<file path="config.mk">
export PLATFORM = sky130hd
export DESIGN_NAME = pe_filter_loader
export DESIGN_NICKNAME = d
export VERILOG_FILES = /design/src/rtl/pe_filter_loader.sv
export SDC_FILE = /design/constraint.sdc
export NUM_CORES = 1
export LEC_CHECK = 0
export BUFFER_PORTS_ARGS = -buffer_cell sky130_fd_sc_hd__buf_2
export CAP_MARGIN = 10
export CORE_MARGIN = 2
export CORE_UTILIZATION = 57
export DETAILED_ROUTE_END_ITERATION = 7
export GPL_TIMING_DRIVEN = 0
export PLACE_DENSITY = 0.77
export SLEW_MARGIN = 30
export SYNTH_ARGS = -nofsm -noshare
export SYNTH_HDL_FRONTEND = slang
export SYNTH_SLANG_ARGS = --single-unit
</file>
<file path="constraint.sdc">
create_clock -name clock -period 20.3 [get_ports clock]
set_clock_uncertainty 0.15 [all_clocks]
set_input_delay 1.015 -clock clock [delete_from_list [all_inputs] [get_ports clock]]
set_output_delay 1.015 -clock clock [all_outputs]
set_load 0.01 [all_outputs]
</file>
<file path="src/rtl/pe_filter_loader.sv">
// pe_filter_loader
//   Packs a valid/ready stream of IN_WIDTH filter beats into RAM_WIDTH words
//   and broadcasts them as write requests to the per-PE filter RAMs. One
//   command (i_start) walks every PE, every filter and num_words addresses,
//   then pulses o_done.
//
// Ports
//   clock, reset        sole clock, asynchronous active-high reset
//   i_start             command strobe, only sampled in IDLE
//   i_base_addr         first RAM address written per filter
//   i_num_words         words per filter (1..RAM_DEPTH, clamped if illegal)
//   i_data/i_valid      input beat stream
//   o_ready             beat accepted when i_valid && o_ready
//   o_wr_*              broadcast write request, qualify fields with enable
//   o_busy              command in progress
//   o_done              one-cycle pulse, one cycle after the final enable
//
// State table
//   state  | meaning
//   S_IDLE | waiting for i_start, stream not accepted
//   S_LOAD | accepting beats, issuing a write per completed word
//   S_LAST | final word's write is on the bus, stream closed
//   S_DONE | o_done pulse, busy dropped, back to IDLE next cycle
module pe_filter_loader #(
  parameter int NUM_PES        = 4,
  parameter int NUM_FILTERS    = 4,
  parameter int RAM_DEPTH      = 512,
  parameter int RAM_ADDR_WIDTH = 9,
  parameter int RAM_WIDTH      = 256,
  parameter int IN_WIDTH       = 64,
  localparam int PE_W          = (NUM_PES > 1) ? $clog2(NUM_PES) : 1,
  localparam int F_W           = (NUM_FILTERS > 1) ? $clog2(NUM_FILTERS) : 1
) (
  input  logic                      clock,
  input  logic                      reset,
  input  logic                      i_start,
  input  logic [RAM_ADDR_WIDTH-1:0] i_base_addr,
  input  logic [RAM_ADDR_WIDTH:0]   i_num_words,
  input  logic [IN_WIDTH-1:0]       i_data,
  input  logic                      i_valid,
  output logic                      o_ready,
  output logic                      o_wr_enable,
  output logic [PE_W-1:0]           o_wr_pe_id,
  output logic [F_W-1:0]            o_wr_filter_id,
  output logic [RAM_ADDR_WIDTH-1:0] o_wr_addr,
  output logic [RAM_WIDTH-1:0]      o_wr_data,
  output logic                      o_busy,
  output logic                      o_done
);

  localparam int BEATS  = RAM_WIDTH / IN_WIDTH;
  localparam int BEAT_W = (BEATS > 1) ? $clog2(BEATS) : 1;

  localparam logic [BEAT_W-1:0]       LAST_BEAT   = BEAT_W'(BEATS - 1);
  localparam logic [F_W-1:0]          LAST_FILTER = F_W'(NUM_FILTERS - 1);
  localparam logic [PE_W-1:0]         LAST_PE     = PE_W'(NUM_PES - 1);
  localparam logic [RAM_ADDR_WIDTH:0] NW_ONE      = (RAM_ADDR_WIDTH + 1)'(1);
  localparam logic [RAM_ADDR_WIDTH:0] NW_DEPTH    = (RAM_ADDR_WIDTH + 1)'(RAM_DEPTH);

  typedef enum logic [1:0] {
    S_IDLE = 2'd0,
    S_LOAD = 2'd1,
    S_LAST = 2'd2,
    S_DONE = 2'd3
  } state_t;

  state_t r_state;
  state_t w_state_nxt;

  logic [RAM_ADDR_WIDTH-1:0] r_base;
  logic [RAM_ADDR_WIDTH-1:0] r_last_off;
  logic [RAM_ADDR_WIDTH-1:0] r_offset;
  logic [F_W-1:0]            r_filter;
  logic [PE_W-1:0]           r_pe;
  logic [BEAT_W-1:0]         r_beat;
  logic [RAM_WIDTH-1:0]      r_pack;

  logic                      r_wr_enable;
  logic [PE_W-1:0]           r_wr_pe_id;
  logic [F_W-1:0]            r_wr_filter_id;
  logic [RAM_ADDR_WIDTH-1:0] r_wr_addr;
  logic [RAM_WIDTH-1:0]      r_wr_data;

  logic                      w_start;
  logic                      w_accept;
  logic                      w_word_end;
  logic                      w_last_word;
  logic [RAM_ADDR_WIDTH:0]   w_num_clamped;
  logic [RAM_ADDR_WIDTH:0]   w_last_off_full;
  logic [RAM_WIDTH-1:0]      w_word;

  assign w_start  = (r_state == S_IDLE) && i_start;
  assign w_accept = (r_state == S_LOAD) && i_valid;
  assign w_word_end = w_accept && (r_beat == LAST_BEAT);
  assign w_last_word = (r_offset == r_last_off) && (r_filter == LAST_FILTER) &&
                       (r_pe == LAST_PE);

  // Illegal word counts are clamped so the sequencer always terminates.
  always_comb begin
    w_num_clamped = i_num_words;
    if (i_num_words == '0) begin
      w_num_clamped = NW_ONE;
    end else if (i_num_words > NW_DEPTH) begin
      w_num_clamped = NW_DEPTH;
    end
  end

  assign w_last_off_full = w_num_clamped - NW_ONE;

  // Current beat merged into the partially packed word; first beat in LSBs.
  always_comb begin
    w_word = r_pack;
    w_word[r_beat*IN_WIDTH +: IN_WIDTH] = i_data;
  end

  always_comb begin
    w_state_nxt = r_state;
    case (r_state)
      S_IDLE: if (i_start) w_state_nxt = S_LOAD;
      S_LOAD: if (w_word_end && w_last_word) w_state_nxt = S_LAST;
      S_LAST: w_state_nxt = S_DONE;
      S_DONE: w_state_nxt = S_IDLE;
      default: w_state_nxt = S_IDLE;
    endcase
  end

  always_ff @(posedge clock or posedge reset) begin
    if (reset) begin
      r_state <= S_IDLE;
    end else begin
      r_state <= w_state_nxt;
    end
  end

  // Command latch, sequence counters and pack register.
  always_ff @(posedge clock or posedge reset) begin
    if (reset) begin
      r_base     <= '0;
      r_last_off <= '0;
      r_offset   <= '0;
      r_filter   <= '0;
      r_pe       <= '0;
      r_beat     <= '0;
      r_pack     <= '0;
    end else if (w_start) begin
      r_base     <= i_base_addr;
      r_last_off <= w_last_off_full[RAM_ADDR_WIDTH-1:0];
      r_offset   <= '0;
      r_filter   <= '0;
      r_pe       <= '0;
      r_beat     <= '0;
      r_pack     <= '0;
    end else if (w_accept) begin
      r_pack <= w_word;
      if (r_beat == LAST_BEAT) begin
        r_beat <= '0;
        if (r_offset == r_last_off) begin
          r_offset <= '0;
          if (r_filter == LAST_FILTER) begin
            r_filter <= '0;
            r_pe     <= r_pe + PE_W'(1);
          end else begin
            r_filter <= r_filter + F_W'(1);
          end
        end else begin
          r_offset <= r_offset + RAM_ADDR_WIDTH'(1);
        end
      end else begin
        r_beat <= r_beat + BEAT_W'(1);
      end
    end
  end

  // Registered write request; fields hold between enables. The address sum
  // wraps naturally because RAM_DEPTH is a power of two.
  always_ff @(posedge clock or posedge reset) begin
    if (reset) begin
      r_wr_enable    <= 1'b0;
      r_wr_pe_id     <= '0;
      r_wr_filter_id <= '0;
      r_wr_addr      <= '0;
      r_wr_data      <= '0;
    end else begin
      r_wr_enable <= w_word_end;
      if (w_word_end) begin
        r_wr_pe_id     <= r_pe;
        r_wr_filter_id <= r_filter;
        r_wr_addr      <= r_base + r_offset;
        r_wr_data      <= w_word;
      end
    end
  end

  assign o_ready        = (r_state == S_LOAD);
  assign o_busy         = (r_state == S_LOAD) || (r_state == S_LAST);
  assign o_done         = (r_state == S_DONE);
  assign o_wr_enable    = r_wr_enable;
  assign o_wr_pe_id     = r_wr_pe_id;
  assign o_wr_filter_id = r_wr_filter_id;
  assign o_wr_addr      = r_wr_addr;
  assign o_wr_data      = r_wr_data;

  a_num_words_legal : assert property (
    @(posedge clock) disable iff (reset)
    (r_state == S_IDLE && i_start) |-> (i_num_words != '0 && i_num_words <= NW_DEPTH)
  );

endmodule

</file>
; ---- Word-level counts from Yosys, hierarchy flattened
; Cells that the tools add are included.
[word_totals]
reg_bits = 561
latch_bits = 0
out_inout_bits = 273
wordCells = 74
romBits = 0
mem_count = 0
ramBits = 0
in_bits = 87
[op_classes]
n_div = 0
reduce_logical = 17
n_bitwise = 0
n_eq_ne = 9
addsub = 7
order_cmp = 1
n_mul = 0
mux = 25
shifts = 2
[ops]
columns = cell, n
row1 = 2-to-1 mux 256 bit, 2
row2 = bitwise mux 256 bit, 1
row3 = variable shift 64 x 34 -> 256 bit (first input constant), 1
row4 = indexed part select 64 x 34 -> 256 bit, 1
row5 = 2-to-1 mux 9 bit, 6
row6 = negation 8 -> 34 bit, 1
row7 = 2-to-1 mux 2 bit, 15
row8 = == test 2 bit (second input constant), 5
row9 = > comparator 10 bit (second input constant), 1
row10 = zero test 10 bit, 1
row11 = adder 9 x 1 -> 9 bit (second input constant), 1
row12 = adder 9 bit, 1
row13 = == test 9 bit, 1
row14 = subtractor 9 x 1 -> 9 bit (second input constant), 1
row15 = one-hot mux 2 bit (4 select lines), 1
row16 = nonzero test 2 bit, 4
row17 = adder 2 x 1 -> 2 bit (second input constant), 3
row18 = logical AND 1 bit, 6
row19 = AND reduction 2 bit, 2
row20 = AND reduction 4 bit, 1
row21 = AND reduction 3 bit, 1
row22 = == test 2 x 1 -> 1 bit (second input constant), 1
row23 = zero test 2 bit, 1
row24 = != test 2 x 1 -> 1 bit (second input constant), 1
row25 = other kinds (2), 2

; ---- Logic depth before layout (Yosys ltp)
; Gate-level depths: netlist (run 1).
[depth]
ltp_word = 6
ltp_mapped = 9
depth_no_buf = 9

; ---- Worst setup path after synthesis (run 1)
; No wires, ideal clock.
[synth_timing]
kind = input port to flip-flop
startpoint = in i_num_words[6]
endpoint = reg r_last_off[8]
setup_time_ps = 136
arrival_time_ps = 2616
stages = 9
path_buffers = 0
setup_slack_ps = 17398
required_time_ps = 20014
path_cell_list = nor2_1 -> nor4b_1 -> and4b_1 -> o21ai_0 -> ha_1 -> o21ai_0 -> nor2_1 -> o221ai_1 -> o21ai_0
[synth_between]
elab_chain_cells = 4
elab_cells_between_ends = 5
classes_between = 1 x add/sub / 1 x order compare / 2 x mux / 1 x reduce/logical
[synth_rtl]
columns = element, line_no
row1 = start: declaration, 38  ; input logic [RAM_ADDR_WIDTH:0] i_num_words,
row2 = > comparator 10 bit, 103  ; end else if (i_num_words > NW_DEPTH) begin
row3 = 2-to-1 mux 9 bit, 103
row4 = 2-to-1 mux 9 bit (*), 101  ; if (i_num_words == '0) begin
row5 = subtractor 9 x 1 -> 9 bit (*), 108  ; assign w_last_off_full = w_num_clamped - NW_ONE;
row6 = end signal: assignment, 147  ; r_last_off <= w_last_off_full[RAM_ADDR_WIDTH-1:0];
row7 = end: declaration, 71  ; logic [RAM_ADDR_WIDTH-1:0] r_last_off;
; Every way passes the cells marked *; elsewhere a longest branch is shown, timed or not.
; A chain may end at the register's enable or synchronous reset.

; ---- Worst setup path after layout (run 1)
[layout_timing]
startpoint = reg r_beat[0]
endpoint = reg r_wr_data[48] (netlist: o_wr_data[48])
[layout_between]
elab_chain_cells = 3
elab_cells_between_ends = 6
classes_between = 1 x add/sub / 1 x eq/ne / 2 x shift / 1 x mux / 1 x reduce/logical
[layout_rtl]
columns = element, line_no
row1 = start: declaration, 75  ; logic [BEAT_W-1:0] r_beat;
row2 = start signal: assignment, 169  ; r_beat <= r_beat + BEAT_W'(1);
row3 = negation 8 -> 34 bit, 113  ; w_word[r_beat*IN_WIDTH +: IN_WIDTH] = i_data;
row4 = indexed part select 64 x 34 -> 256 bit / variable shift 64 x 34 -> 256 bit (equally long branches), 113
row5 = bitwise mux 256 bit, 113
row6 = end signal: assignment, 189  ; r_wr_data <= w_word;
row7 = end: declaration, 82  ; logic [RAM_WIDTH-1:0] r_wr_data;
; Parallel ways exist; a longest one is shown, timed or not.

==> metrics, run 1 <==
Internal Power=0.002594 W; RD Place Congestion=0.8867; syn avg cell area=10.99 um^2; Die Ht=205.4 um; Initial DRT Pass Iterations=6; YS warnings=0; Seq/Total Area, Yosys=60.71%; Die ar.=42,190 um^2; drt total wl=69.54 mm; Slew headroom=between 30% and 40%; R2R depth=7; register bit total from synthesis=561; CP Class=register to register; max-slew violation count=0; Cell Area, Synth=23,120 um^2; via count=just under 20,000; switching share of power=between 30% and 40%; DRC=0; Period Utilization, post-route=15.90%; Area contributors post-synth=dfrtp_1 (61%), a221oi_1 (9.7%), a22o_1 (9.7%), nor2_1 (8.6%), clkbuf_1 (2.7%); combinational share of power=31.1%; post-CTS setup buffers=0; Hold Fails Final Rpt=0; Reg power frac=a little over two fifths; CTS Buffer Depth=3; post-synth top area share=between 60 and 70%; share of layout cells above drive strength 1=18.08%; Clock transition at path regs=0.06 ns; post-layout net count=about 2,600; largest area contributor in the netlist=dfrtp_1; core area=approximately 40,000 um^2; crit path max fanout=10; CP Capture Type=register; I/O Buffers=295; Synth Net Count=2,215; minimum clock period=3.227 ns; initial antenna violation count=1; Initial DRC Count=1,704; Post-CTS Hold Fix Bufs=0; final antenna-violating net count=0; CTS sink count=561; vias in the first global route=18,699; H-tree Lvls=2; HP Class=primary input to async pin; Required @ worst endpoint=about 21 ns; Starting Density=57.93%; RSZ-0062 raised after global routing=no; gate count of the mapped netlist=2,104; routed vias/inst=6.328; Tightest Pin Transition=1.015 ns; EDFF count, synth=0; final setup fails=0; status=finished clean; Startpoint Class=register; Max IR drop VDD=roughly 0.00007 V; CTS tree=yes; GRT Resource Usage Total=around a third; cts bufs inserted=55; post-layout util=68.69%; FFs w/ async S/R, synth=100.0%; post-synthesis cell type count=just under 50; max-cap violations=0; r2r setup slk=17.07 ns; Critical R2R Launch=r_beat[0]; die width=~200 um; Top-Level Pins=360; total grt overflow=0; most instantiated cells after synthesis=dfrtp_1 (561), nor2_1 (531), a221oi_1 (256), a22o_1 (256), clkbuf_1 (168); fmax=309.9 MHz; Filler cells=3,000; post-DP HPWL=47.65 mm; FP Rows=73; Layout area overhead=18.58%; post-CTS sizing=0; latest clock arrival within the worst-skew pair=0.60 ns; routed length per instance=roughly 23 um; reg-to-reg endpoint=o_wr_data[48]; largest net degree at the start of global routing=slightly below 100; leak pwr=roughly 13 nW; setup_tns=0 ns; Net Switching=0.001459 W; top_reg_cell synth=dfrtp_1; cell area power density=147.8 nW/um^2; CP arrival=3.61 ns; count leader, synth=dfrtp_1; first-pass GRT wire length=107.0 mm; power share of the clock group=26.8%; Root Buffer=clkbuf_16
-- cell families (layout without fill, tap and decap cells) --
logic type / after synthesis / after routing / share of synthesized area, %
AO/OA/AOI/OAI: 568 / 568 / 20.94
XOR/XNOR: 20 / 20 / 0.7576
adder cells (fa/ha/maj): 24 / 24 / 1.331
buffers and inverters: 260 / 667 / 4.443
flip-flops: 561 / 561 / 60.71
multiplexers: 8 / 8 / 0.3788
other: 0 / 1 / 0
AND/OR/NAND/NOR: 663 / 663 / 11.43
-- cell usage in the layout (no fill, tap or decap), types with 10 or more instances in the layout --
master,n
dfrtp_1,561
nor2_1,531
buf_2,330
a221oi_1,256
a22o_1,256
clkbuf_1,169
nand2_1,71
clkbuf_16,55
buf_1,39
o21ai_0,24
ha_1,23
clkbuf_8,16
inv_1,15
clkinv_2,14
nand3_1,13
xor2_1,12
nor3_1,10
-- cell type report --
class | count | area [um^2] | area share (%)
clock buffers | 79 | 1627 | 5.932
multi-input cells | 1283 | 8071 | 29.44
plain buffers | 243 | 972.2 | 3.546
repair buffers | 305 | 1683 | 6.138
well taps | 525 | 656.9 | 2.396
flip-flops and latches | 561 | 14040 | 51.20
inverters | 17 | 71.32 | 0.2601
diodes | 1 | 2.502 | 0.009127
clock inverters | 23 | 296.5 | 1.081
-- per-stage QoR --
| step | cells | worst slack, ns | area, um^2 | total power, W | hold slack, ns |
|---|---|---|---|---|---|
| after floorplan | 2104 | 3.446 | 23120 | 0.002385 | 0.3023 |
| final | 3037 | 17.07 | 27420 | 0.004052 | 0.2697 |
| after global placement | 2924 | -1.574 | 25260 | 0.002903 | 0.3089 |
| after global routing | 3037 | 16.97 | 27420 | 0.004260 | 0.2906 |
| after detailed placement | 2934 | 16.95 | 25490 | 0.002963 | 0.3165 |
| after CTS | 3036 | 17.21 | 27410 | 0.004048 | 0.2646 |
-- critical path: stages (launching register included) --
cell and delay [ns]:
dfrtp_1 0.49, inv_1 0.16, ha_1 0.38, nor4b_1 0.40
clkbuf_1 0.76, clkbuf_1 0.49, a221oi_1 0.20, nor2_1 0.13
-- metal layers --
layer  track usage [%]  vias up  routed length (um)
li1                  -     8356                   -
met1             44.92     9634               27640
met2             51.23     1042               31910
met3             8.061      187                7053
met4             13.85        0                2941
met5                 0        -                   0
-- sequential cells by signal (all words and copies together), names as in the netlist, 9 cells and up --
signal	flops
r_pack	256
r_base	9
r_last_off	9
r_offset	9
o_wr_addr	9
o_wr_data	256
-- power groups by stage --
| stage | Sequential, W | Combinational (W) | Clock [W] |
|---|---|---|---|
| after floorplan | 0.00181 | 0.000579 | 0 |
| after global placement | 0.00171 | 0.00120 | 0 |
| after detailed placement | 0.00172 | 0.00125 | 0 |
| after CTS | 0.00170 | 0.00125 | 0.00109 |
| after global routing | 0.00174 | 0.00138 | 0.00114 |
| final | 0.00171 | 0.00126 | 0.00108 |
-- worst max-delay path by stage --
| stage | slack (ns) | startpoint | cells past startpoint | to |
|---|---|---|---|---|
| 6_report | 17.07 | r_beat[0] | 7 | o_wr_data[48] |
| 3_3_place_gp | -1.57 | reset | 2 | o_wr_data[209] |
| 2_1_floorplan | 3.45 | reset | 1 | o_wr_addr[0] |
| 4_1_cts | 17.21 | r_beat[0] | 7 | o_wr_data[12] |
| 3_5_place_dp | 16.95 | i_num_words[6] | 10 | r_last_off[8] |
| 5_1_grt | 16.97 | r_beat[0] | 7 | o_wr_data[163] |
(Power assumes the default switching activity.)
==> run 2: changes to the inputs <==
--- a/config.mk
+++ b/config.mk
@@ -8,10 +8,10 @@
 export BUFFER_PORTS_ARGS = -buffer_cell sky130_fd_sc_hd__buf_2
 export CAP_MARGIN = 10
 export CORE_MARGIN = 2
-export CORE_UTILIZATION = 57
+export CORE_UTILIZATION = 51
 export DETAILED_ROUTE_END_ITERATION = 7
 export GPL_TIMING_DRIVEN = 0
-export PLACE_DENSITY = 0.77
+export PLACE_DENSITY = 0.73
 export SLEW_MARGIN = 30
 export SYNTH_ARGS = -nofsm -noshare
 export SYNTH_HDL_FRONTEND = slang
==> constraint.sdc (replaced) <==
create_clock -name clock -period 2.6 [get_ports clock]
set_clock_uncertainty 0.15 [all_clocks]
set_input_delay 0.13 -clock clock [delete_from_list [all_inputs] [get_ports clock]]
set_output_delay 0.13 -clock clock [all_outputs]
set_load 0.01 [all_outputs]
==> run 2 against run 1 <==
  * Non-clock buffer count rose by 114
  * Via count up 3.2%
  * First-iteration DRC count rose by 24%
  * Core utilization decreased by 4.5 points
  * Setup slack got worse by 17 ns
  * Total power grew to 7.8 times the previous value
  * Critical path type unchanged
  * Global-route usage down 1.5 points
  * Highest routed layer unchanged
  * The run now ends with setup timing left
==> metrics, run 2 (synthesis results as in run 1) <==
CP arrival=3.08 ns (-0.53 ns); Clock transition at path regs=0.06 ns (about the same); CP Class=register to register; setup_tns=-5.897 ns (-5.897 ns); I/O Buffers=295 (unchanged); Max IR drop VDD=0.0007718 V (+1000%); Startpoint Class=register; Top-Level Pins=360 (unchanged); final setup fails=119 (+119); CTS Buffer Depth=3 (unchanged); initial antenna violation count=0 (-1); fmax=370.8 MHz (+20%); H-tree Lvls=2 (unchanged); post-DP HPWL=51.16 mm (+7.4%); CP Capture Type=register; Initial DRC Count=2,106 (+24%); latest clock arrival within the worst-skew pair=0.61 ns (about the same); total grt overflow=0 (unchanged); die width=216.9 um (+5.6%); routed vias/inst=6.161 (-2.6%); first-pass GRT wire length=114.5 mm (+7.0%); placed cell count=3,023 (+3.0%); FP Rows=78 (+6.8%); cell area power density=1094 nW/um^2 (+640%); DRC=0 (unchanged); CP max stage delay=0.49 ns (-0.27 ns); Root Buffer=clkbuf_16; core area=45,090 um^2 (+13%); Die ar.=47,060 um^2 (+12%); CTS tree=yes; Layout area overhead=25.18%; Hold Fails Final Rpt=0 (unchanged); Slew headroom=57.38% (+25 points); Die Ht=216.9 um (+5.6%); post-layout util=64.19% (-4.5 points); routed length per instance=23.29 um (+1.7%); max-slew violation count=0 (unchanged); Slowest cell on crit path=dfrtp_2; status=finished with violations; Tightest Pin Transition=0.6393 ns (-0.3758 ns); cts bufs inserted=57 (+3.6%); GRT Resource Usage Total=31.56% (-1.5 points); leak pwr=13.87 nW (+5.3%); vias in the first global route=19,577 (+4.7%); RSZ-0062 raised after global routing=yes; CP bufs+invs=2 (-1); post-route insts no fill=3,220 (+6.0%); crit path max fanout=10 (unchanged); largest net degree at the start of global routing=33 (-66%); via count=19,838 (+3.2%); Required @ worst endpoint=2.98 ns (-17.70 ns); RD Place Congestion=0.8837 (-0.34%); share of layout cells above drive strength 1=20.46% (+2.4 points); WHS Path Cells=4; Filler cells=3,539 (+18%); post-layout net count=2,694 (+4.5%); Ant. Diodes=0 (-1); drt total wl=74.99 mm (+7.8%); cell count along the critical path=6 (-1); max-cap violations=0 (unchanged); commonest non-fill, non-tap cell in the layout=dfrtp_1; final antenna-violating net count=0 (unchanged); Placement Setup Slack=-0.6389 ns (-17.58 ns); minimum clock period=2.697 ns (-0.5297 ns); failing checks=setup timing; cells along the critical path=clkinvlp_4 -> ha_2 -> nor4b_2 -> and3_4 -> clkbuf_4 -> a22o_1; Final WS setup=-0.09722 ns (-17.17 ns); HP Class=primary input to register; cell family with most CP delay=simple AND/OR/NAND/NOR gates; R2R depth=6 (-1); Starting Density=51.28% (-6.6 points); CTS sink count=561 (unchanged); Period Utilization, post-route=103.7% (+88 points); Initial DRT Pass Iterations=5 (-1); commonest cells after routing, fill and taps aside=dfrtp_1 (559), nor2_1 (531), buf_2 (321)
-- run 2: cell count changes in the layout (fill, tap and decap cells not counted), sizes merged --
cell           delta
clkbuf           +11
clkdlybuf4s15     +1
clkinvlp          +2
dlygate4sd3      +92
inv               -3
buf              +15
bufinv            -4
clkinv            -5
diode             -1
-- run 2: power breakdown --
part / switching (W) / internal, W
clock network: 0.00338 / 0.00451
logic: 0.00644 / 0.00395
registers: 0.00183 / 0.0116
total: 0.0117 / 0.0200
-- run 2: layer usage --
layer / GRT usage [%] / up-vias / part of all wire [%] / wire (um)
li1: - / 8593 / - / -
met1: 42.78 / 10032 / 40 / 30280
met2: 48.99 / 999 / 46 / 34670
met3: 7.240 / 214 / 8.5 / 6405
met4: 13.95 / 0 / 4.9 / 3639
met5: 0 / - / 0 / 0
-- run 2: what timing repair did --
item / 4_1_cts / 5_1_grt
setup endpoints to repair: 505 / 521
setup buffers: 3 / 7
hold buffers: 92 / 0
pin swaps: 1 / 3
resized for setup: 55 / 93
gates cloned: 0 / 2
endpoints found under the hold margin: 533 / 0
-- run 2: final cells by class --
class / count / area [um^2] / share of cell area (%)
Clock inverter: 12 / 138.9 / 0.4798
Sequential cell: 561 / 14040 / 48.51
Timing Repair Buffer: 422 / 3012 / 10.41
Clock buffer: 84 / 1598 / 5.520
Buffer: 240 / 1126 / 3.891
Tap cell: 600 / 750.7 / 2.594
Timing Repair inverter: 1 / 5.005 / 0.01729
Inverter: 17 / 71.32 / 0.2464
Multi-Input combinational cell: 1283 / 8202 / 28.34
-- run 2: worst paths after layout --
path | start | endpoint | slack (ns)
max in group asynchronous | reset | o_wr_data[232] | 0.31
min | i_base_addr[5] | r_base[5] | 0.10
min in group asynchronous | reset | r_pack[61] | 0.62
max | r_beat[0] | r_pack[183] | -0.1
max reg2reg | r_beat[0] | r_pack[183] | -0.1
min reg2reg | o_wr_filter_id[1] | o_wr_filter_id[1] | 0.33
-- run 2: through the flow --
step	power, W	hold WS, ns	instance area (um^2)
2_1_floorplan	0.01862	0.08544	23130
3_3_place_gp	0.02282	0.1777	25350
3_5_place_dp	0.02336	0.05784	25900
4_1_cts	0.03146	0.07556	28680
5_1_grt	0.03327	0.1253	28940
6_report	0.03167	0.1021	28940
-- run 2: worst register-to-register path: cells and delay by family, from the launching register on --
kind | cells | cell delay [ns]
AO/OA/AOI/OAI | 1 | 0.18
AND/OR/NAND/NOR | 2 | 0.81
adder cells (fa/ha/maj) | 1 | 0.48
buffers and inverters | 2 | 0.51
flip-flops | 1 | 0.49
==> run 3: changes to the inputs <==
--- a/config.mk
+++ b/config.mk
@@ -5,13 +5,15 @@
 export SDC_FILE = /design/constraint.sdc
 export NUM_CORES = 1
 export LEC_CHECK = 0
+export ABC_CLOCK_PERIOD_IN_PS = 2600
 export BUFFER_PORTS_ARGS = -buffer_cell sky130_fd_sc_hd__buf_2
 export CAP_MARGIN = 10
 export CORE_MARGIN = 2
-export CORE_UTILIZATION = 51
+export CORE_UTILIZATION = 45
 export DETAILED_ROUTE_END_ITERATION = 7
 export GPL_TIMING_DRIVEN = 0
-export PLACE_DENSITY = 0.73
+export MAX_ROUTING_LAYER = met4
+export PLACE_DENSITY = 0.65
 export SLEW_MARGIN = 30
 export SYNTH_ARGS = -nofsm -noshare
 export SYNTH_HDL_FRONTEND = slang
==> run 3 against run 2 <==
  * The flow now finishes without violations
  * Register-to-register slack improved by 0.14 ns
  * Sequential share of layout area fell by 0.12 points
  * Cell area rose by 0.25%
  * Core utilization fell by 7.4 points
  * Cell count rose by 2.4%
  * Setup slack improved by 0.14 ns
  * Die area rose by 13%
  * Flip-flop and latch count did not move
  * First-iteration DRC count fell by 18%
  * Non-clock buffer count did not move
  * Critical path type unchanged
  * Highest routed layer unchanged
==> metrics, run 3 (synthesis results as in run 1) <==
CP Capture Type=register; DRC=0 (unchanged); cell count along the critical path=7 (+1); power share of the clock group=24.7% (-0.2 points); combinational share of power=33.0% (+0.2 points); Internal Power=0.01990 W (-0.55%); Required @ worst endpoint=2.92 ns (-0.06 ns); cells along the critical path=inv_1 -> ha_1 -> nand3_2 -> clkbuf_4 -> clkbuf_1 -> a221oi_1 -> nor2_1; Design Area, Final=29,020 um^2 (+0.25%); r2r setup slk=0.04 ns (+0.14 ns); Filler cells=4,461 (+26%); Layout area overhead=25.49%; Placed Area=26,030 um^2 (+0.49%); CTS Buffer Depth=3 (unchanged); Die ar.=53,210 um^2 (+13%); Net Switching=0.01153 W (-1.1%); switching share of power=36.68% (-0.12 points); CP arrival=2.88 ns (-0.20 ns); CP max stage delay=0.47 ns (-0.02 ns); total grt overflow=0 (unchanged); CP Class=register to register; initial antenna violation count=3 (+3); CP bufs+invs=3 (+1); commonest cells after routing, fill and taps aside=dfrtp_1 (560), nor2_1 (531), buf_2 (334); FP Rows=83 (+6.4%); drt total wl=75.78 mm (+1.1%); crit path max fanout=10 (unchanged); Reg power frac=42.3% (about the same); final setup fails=0 (-100%); Max IR drop VDD=0.0006418 V (-17%); Min Hold Slack=0.09322 ns (-0.008831 ns); via count=19,392 (-2.2%); CTS sink count=561 (unchanged); Period Utilization, post-route=98.48% (-5.3 points); H-tree Lvls=2 (unchanged); Slew headroom=58.23% (+0.85 points); Hold Fails Final Rpt=0 (unchanged); Startpoint Class=register; post-DP HPWL=52.78 mm (+3.2%); max-slew violation count=0 (unchanged); beginning of the critical path=r_state[1]; Root Buffer=clkbuf_16; RSZ-0062 raised after global routing=yes; cell area power density=1083 nW/um^2 (-0.98%); Die Ht=230.7 um (+6.3%); Initial DRT Pass Iterations=5 (unchanged); Initial DRC Count=1,726 (-18%); routed vias/inst=5.883 (-4.5%); fmax=390.5 MHz (+5.3%); share of layout cells above drive strength 1=20.68% (+0.22 points); minimum clock period=2.561 ns (-0.1366 ns); Slowest cell on crit path=a221oi_1; HP Class=primary input to register; final antenna-violating net count=0 (unchanged); post-layout net count=2,693 (-0.037%); RD Place Congestion=0.8731 (-1.2%); leak pwr=13.91 nW (+0.28%); Starting Density=45.25% (-6.0 points); Critical R2R Launch=r_state[1]; latest clock arrival within the worst-skew pair=0.61 ns (about the same); crit path to=o_wr_data[1]; commonest non-fill, non-tap cell in the layout=dfrtp_1; max-cap violations=0 (unchanged); Clock transition at path regs=0.06 ns (about the same); first-pass GRT wire length=114.8 mm (+0.31%); GRT Resource Usage Total=28.95% (-2.6 points); die width=230.7 um (+6.3%); CTS tree=yes; Top-Level Pins=360 (unchanged); R2R depth=7 (+1); largest net degree at the start of global routing=32 (-3.0%); I/O Buffers=295 (unchanged); core area=51,090 um^2 (+13%); status=finished clean; cell family with most CP delay=buffers and inverters; flip-flop and latch area=14,040 um^2 (about the same); Tightest Pin Transition=0.6265 ns (-0.01280 ns); reg-to-reg endpoint=o_wr_data[1]; routed length per instance=22.99 um (-1.3%); Ant. Diodes=0 (unchanged); Multi-input gate area=8222 um^2 (+0.24%); vias in the first global route=19,112 (-2.4%); cts bufs inserted=57 (unchanged)
## run 3: final cells by class
class	count	share of cell area, %
timing repair buffer	422	10.48
sequential	561	48.39
inverter	17	0.2329
clock buffer	81	5.606
buffer	240	3.713
clock inverter	12	0.3105
multi-input combinational	1283	28.34
tap	680	2.932
## run 3: routing by layer
metal  vias to the layer above  part of all wire (%)  track usage (%)
met3                       131                   7.7            5.991
met2                       832                    47            44.15
met1                      9851                    42            38.70
li1                       8578                     -                -
met5                         -                     0                -
met4                         0                   3.2            10.02
## run 3: through the flow
step	TNS (ns)	worst slack [ns]	std cells	util, %	power, W
2_1_floorplan	-2983.24	-5.318	2104	-	0.01862
3_3_place_gp	-4847.06	-8.186	3079	49.82	0.02297
3_5_place_dp	-136.95	-0.6526	3104	50.95	0.02342
4_1_cts	-0.1366	-0.03115	3295	56.43	0.03144
5_1_grt	-0.01654	-0.009089	3296	56.79	0.03315
6_report	0	0.03943	3296	56.79	0.03143
## run 3: tightest hold or removal path, stage by stage
cell and delay [ns]:
dlygate4sd3_1 0.52, buf_2 0.09, nand2_1 0.04, nand2_1 0.04
## run 3: worst min-delay path by stage
stage	cells past startpoint	slack, ns	to	start
6_report	4	0.09	r_base[8]	i_base_addr[8]
5_1_grt	4	0.12	r_base[8]	i_base_addr[8]
4_1_cts	4	0.06	r_base[8]	i_base_addr[8]
3_5_place_dp	2	0.08	o_wr_data[124]	reset
3_3_place_gp	3	0.18	r_base[7]	i_base_addr[7]
2_1_floorplan	2	0.09	r_base[0]	i_base_addr[0]
## run 3: power groups by stage
stage | Combinational, W | Clock (W) | Sequential (W)
after floorplan | 0.00452 | 0 | 0.0141
after global placement | 0.00967 | 0 | 0.0133
after CTS | 0.0103 | 0.00789 | 0.0133
after global routing | 0.0113 | 0.00823 | 0.0136
after detailed placement | 0.0100 | 0 | 0.0134
final | 0.0104 | 0.00777 | 0.0133
## run 3: what timing repair did
| item | 4_1_cts | 5_1_grt |
|---|---|---|
| hold buffers | 95 | 0 |
| hold endpoints to repair | 486 | 0 |
| pin swaps | 0 | 0 |
| cloned | 0 | 2 |
| resized for setup | 52 | 73 |
| setup buffers | 4 | 2 |
| setup endpoints to repair | 532 | 530 |
